[src/rtl/sync_down_cntr.sv]
// ============================================================================
// Module      : sync_down_cntr
// Description : Synchronous loadable down-counter/timer with a start/busy/done
//               handshake.
//               Optional auto-reload: define SYNC_DOWN_CNTR_AUTO_RELOAD_EN.
// Revision    : 1.0 - initial release
// ============================================================================
`default_nettype none

module sync_down_cntr #(
    parameter int WIDTH = 4
) (
    input  logic             clk,
    input  logic             clear,
    input  logic             start,
    input  logic [WIDTH-1:0] load_val,
    input  logic             en,
    input  logic             stop,
    output logic [WIDTH-1:0] q,
    output logic             busy,
    output logic             done
);

    localparam logic [1:0] c_idle = 2'd0;
    localparam logic [1:0] c_run  = 2'd1;
    localparam logic [1:0] c_term = 2'd2;

    localparam logic [WIDTH-1:0] c_zero = '0;
    localparam logic [WIDTH-1:0] c_one  = {{(WIDTH-1){1'b0}}, 1'b1};

    logic [1:0]       r_state;
    logic [1:0]       w_state_nxt;
    logic [WIDTH-1:0] r_q;
    logic [WIDTH-1:0] w_q_nxt;

`ifdef SYNC_DOWN_CNTR_AUTO_RELOAD_EN
    logic [WIDTH-1:0] r_reload;
    logic [WIDTH-1:0] w_reload_nxt;
`endif

    always_comb begin
        w_state_nxt = r_state;
        w_q_nxt     = r_q;
`ifdef SYNC_DOWN_CNTR_AUTO_RELOAD_EN
        w_reload_nxt = r_reload;
`endif
        case (r_state)
            c_idle: begin
                if (start) begin
                    if (load_val != c_zero) begin
                        w_q_nxt     = load_val;
                        w_state_nxt = c_run;
`ifdef SYNC_DOWN_CNTR_AUTO_RELOAD_EN
                        w_reload_nxt = load_val;
`endif
                    end else begin
                        w_q_nxt     = c_zero;
                        w_state_nxt = c_term;
                    end
                end
            end
            c_run: begin
                if (stop) begin
                    w_q_nxt     = c_zero;
                    w_state_nxt = c_idle;
                end else if (en) begin
                    // Terminal step is taken at 1 so q never underflows.
                    if (r_q <= c_one) begin
                        w_q_nxt     = c_zero;
                        w_state_nxt = c_term;
                    end else begin
                        w_q_nxt = r_q - c_one;
                    end
                end
            end
            c_term: begin
                if (stop) begin
                    w_q_nxt     = c_zero;
                    w_state_nxt = c_idle;
                end else begin
`ifdef SYNC_DOWN_CNTR_AUTO_RELOAD_EN
                    if (start && (load_val != c_zero)) begin
                        w_q_nxt      = load_val;
                        w_reload_nxt = load_val;
                        w_state_nxt  = c_run;
                    end else if (r_reload != c_zero) begin
                        w_q_nxt     = r_reload;
                        w_state_nxt = c_run;
                    end
`else
                    w_state_nxt = c_idle;
`endif
                end
            end
            default: begin
                w_q_nxt     = c_zero;
                w_state_nxt = c_idle;
            end
        endcase
    end

    always_ff @(posedge clk) begin
        if (clear) begin
            r_state <= c_idle;
            r_q     <= c_zero;
        end else begin
            r_state <= w_state_nxt;
            r_q     <= w_q_nxt;
        end
    end

`ifdef SYNC_DOWN_CNTR_AUTO_RELOAD_EN
    always_ff @(posedge clk) begin
        if (clear) begin
            r_reload <= c_zero;
        end else begin
            r_reload <= w_reload_nxt;
        end
    end
`endif

    assign q    = r_q;
    assign busy = (r_state != c_idle);
    assign done = (r_state == c_term);

endmodule

`default_nettype wire

[config.mk]
export PLATFORM = sky130hd
export DESIGN_NAME = sync_down_cntr
export DESIGN_NICKNAME = d
export VERILOG_FILES = /design/src/rtl/sync_down_cntr.sv
export SDC_FILE = /design/constraint.sdc
export NUM_CORES = 1
export LEC_CHECK = 0
export CORE_AREA = 2 2 39 41
export CTS_BUF_LIST = sky130_fd_sc_hd__clkbuf_2
export DETAILED_ROUTE_END_ITERATION = 10
export DIE_AREA = 0 0 41 43
export GPL_TIMING_DRIVEN = 0
export PLACE_DENSITY = 0.62
export SLEW_MARGIN = 5
export SYNTH_ARGS = -nofsm -noshare
export SYNTH_HDL_FRONTEND = slang
export SYNTH_SLANG_ARGS = --single-unit
[constraint.sdc]
create_clock -name clk -period 1.8 [get_ports clk]
set_input_delay 0.54 -clock clk [delete_from_list [all_inputs] [get_ports clk]]
set_output_delay 0.54 -clock clk [all_outputs]
set_load 0.02 [all_outputs]
==> impl_metrics.yaml <==
outcome:
  run_status: "complete, no violations"
finish:
  register_area_um2: 125
  multiInputGateArea_um2: 295
  layout-drive-gt1-share: 0.231
  fin_cells: 81
  area_growth_pct: 49.8
  fin_nets: 78
  fillers: 152
  n_antenna_cell: 0
logic_synthesis:
  synth_cell_types: 26
  synth_compound_area_frac: 0.277
  synth_area_um2: 407
  synthCells: 47
  yosys-mux-area-fraction: 0.0246
  yosys-top-cells-area: "dfxtp_1, nor2_1, ha_1"
  synth_edf_count: 0
  synth_top_family_by_area: "simple AND/OR/NAND/NOR gates"
  synth_xor_area_frac: 0
  syn-num-nets: 58
  synth-main-ff-cell: "dfxtp_1"
  async_flop_share: 0
  synth_top_area_share: 0.295
  synth_top_area_cell: "dfxtp_1"
  yosys.area_share.adder: 0.0615
  synthSimpleGateAreaFrac: 0.314
  yosysSeqAreaShare: 0.295
  ys_seq_elements: 6
  syn_avg_cell_area_um2: 8.65
  yosys_warnings: 0
clock_network:
  clock_path_buffers: 2
  ctsHoldBuffers: 0
  path_clk_slew_ps: 60
  cts-buffers-inserted: 3
  cts.sinks: 6
  h-tree-depth: 1
  cts_root_buf: "clkbuf_2"
  clk_latency_ps: 220
  cts_tree: "done"
timing:
  rsz0062_at_grt: "no"
  min_period_ps: 1730
  drv_slew: 0
  min_period_over_period: 0.964
  hold_viol_final: 0
  finClkSkew_ps: 4.40
  hold-worst-slack_ps: 492
  fin_ws_ps: 65.5
  tightestPinTransition_ps: 430
  finalSetupViolations: 0
  fmax_mhz: 577
  maxSlewHeadroom: 0.711
floorplanning:
  core_area_mm2: 0.00138
  start_util: 0.294
  placementRows: 14
  die_y_um: 43
  dieArea_mm2: 0.00176
  dieWidth_um: 41
  io_pins: 15
worst_hold_path:
  hold_class: "reg -> reg"
detailed_routing:
  dr.pass1.iters: 4
  ant_nets: 0
  drt_wl_total_um: 1030
  drc_errors: 0
  via_per_inst: 5.33
  wl_per_cell_um: 12.8
  drt_iter0_drc: 7
  vias: 432
critical_path:
  cp-start-kind: "primary input"
  max_stage_delay_ps: 570
  critPathArrivalTime_ps: 1880
  crit_fanout: 2
  crit_type: "in -> reg"
  cp_cell_sequence: "clkdlybuf4s50_1 > or4_1 > o32a_1 > nor3_2"
  cp_top_family: "simple AND/OR/NAND/NOR gates"
  slowest_stage: "or4_1"
  critPathCaptureType: "register"
  worstPathRequired_ps: 1950
  crit_buf_inv: 1
global_routing:
  globalRouteTotalUtil: 0.143
  first_global_vias: 386
  antenna_found_initial: 0
  grt_max_degree: 8
  grt_pass1_wl_um: 1680
  grt_overflow_total: 0
pwr:
  internal-power_w: 0.000254
  swShare: 0.323
  vdd_drop_max_mv: 0.373
  leakage_nw: 0.271
  switchingPower_w: 0.000121
  power.total_w: 0.000375
  seq_power_share: 0.431
  powerDensity_mw_per_mm2: 616
  pwr-share-clk: 0.244
  p_comb_frac: 0.325
place:
  place.gp.congestion: 0.802
  io_buffers: 14
  dpl.cell_count: 77
  pre_cts_ws_ps: -251
job:
  max_cap_viol_count: 0
per-stage QoR:
step	setup TNS [ps]	util	cell area, µm²
CTS	0	0.429	594
finish	0	0.440	609
global route	0	0.440	609
floorplan	0	-	407
detailed placement	-1110	0.410	567
global placement	-1200	0.410	567
flip-flops by register name, indices dropped and copies added (netlist names):
register / flops
r_state: 2
q: 4
synthesized netlist by cell type (all sizes together), types with 2 or more instances:
| master | number |
|---|---|
| nand2 | 3 |
| inv | 3 |
| o31ai | 2 |
| nor2 | 7 |
| o21ai | 2 |
| ha | 2 |
| a2bb2oi | 2 |
| dfxtp | 6 |
| or4 | 2 |
| a32oi | 2 |
cell usage in the layout (no fill, tap or decap), types with 2 or more instances in the layout:
cell type and count:
dfxtp_2 4, nor2_1 6, dlygate4sd2_1 6, inv_1 3, o31ai_1 2, clkdlybuf4s50_1 7
or4_1 2, a2bb2oi_1 2, nand2_1 3, clkbuf_2 3, o21ai_0 2, dfxtp_1 2
a32oi_1 2
worst reg2reg max path, cell delays in order (launching register included):
cell,delay (ps)
dfxtp_2,330
inv_1,80
ha_2,190
nor2_1,60
or4b_4,480
o32a_1,360
nor3_2,150
worst paths after layout:
check                       endpoint  slack (ps)         startpoint  cells after the start
min reg2reg        q[1]$_SDFFE_PP0P_         490  q[1]$_SDFFE_PP0P_                      2
max          r_state[1]$_SDFFE_PP0P_          70        load_val[0]                      4
min                q[1]$_SDFFE_PP0P_         490  q[1]$_SDFFE_PP0P_                      2
max reg2reg  r_state[1]$_SDFFE_PP0P_          80  q[1]$_SDFFE_PP0P_                      6
logic make-up after synthesis:
kind of cell    count (synthesis)
simple gates                   21
compound gates                 14
flops                           6
buf+inv                         3
fa+ha+maj                       2
mux                             1
layer usage:
| metal | up-vias | global-route usage | part of all wire |
|---|---|---|---|
| met3 | 0 | 0.0785 | 0.097 |
| met1 | 198 | 0.183 | 0.46 |
| met2 | 17 | 0.209 | 0.44 |
| met4 | 0 | 0.0200 | 0 |
| li1 | 217 | - | - |
| met5 | - | 0 | 0 |
area by class of cell:
type	count	share of cell area
multi-input combinational	38	0.485
timing repair buffer	15	0.234
clock buffer	3	0.0246
inverter	3	0.0185
tap	16	0.0329
sequential	6	0.205
power groups by stage:
stage	Clock [W]	Sequential, W	Combinational, W
floorplan	0	0.000167	0.0000584
global placement	0	0.000161	0.000120
detailed placement	0	0.000162	0.000120
CTS	0.0000964	0.000161	0.000120
global route	0.000102	0.000164	0.000135
finish	0.0000916	0.000162	0.000122
what timing repair did:
action,CTS,global route
endpoints found under the setup margin,7,3
pin swaps,1,1
setup buffers,0,1
gates resized for setup,12,4
Note: power is estimated with default switching activity, not from simulation.
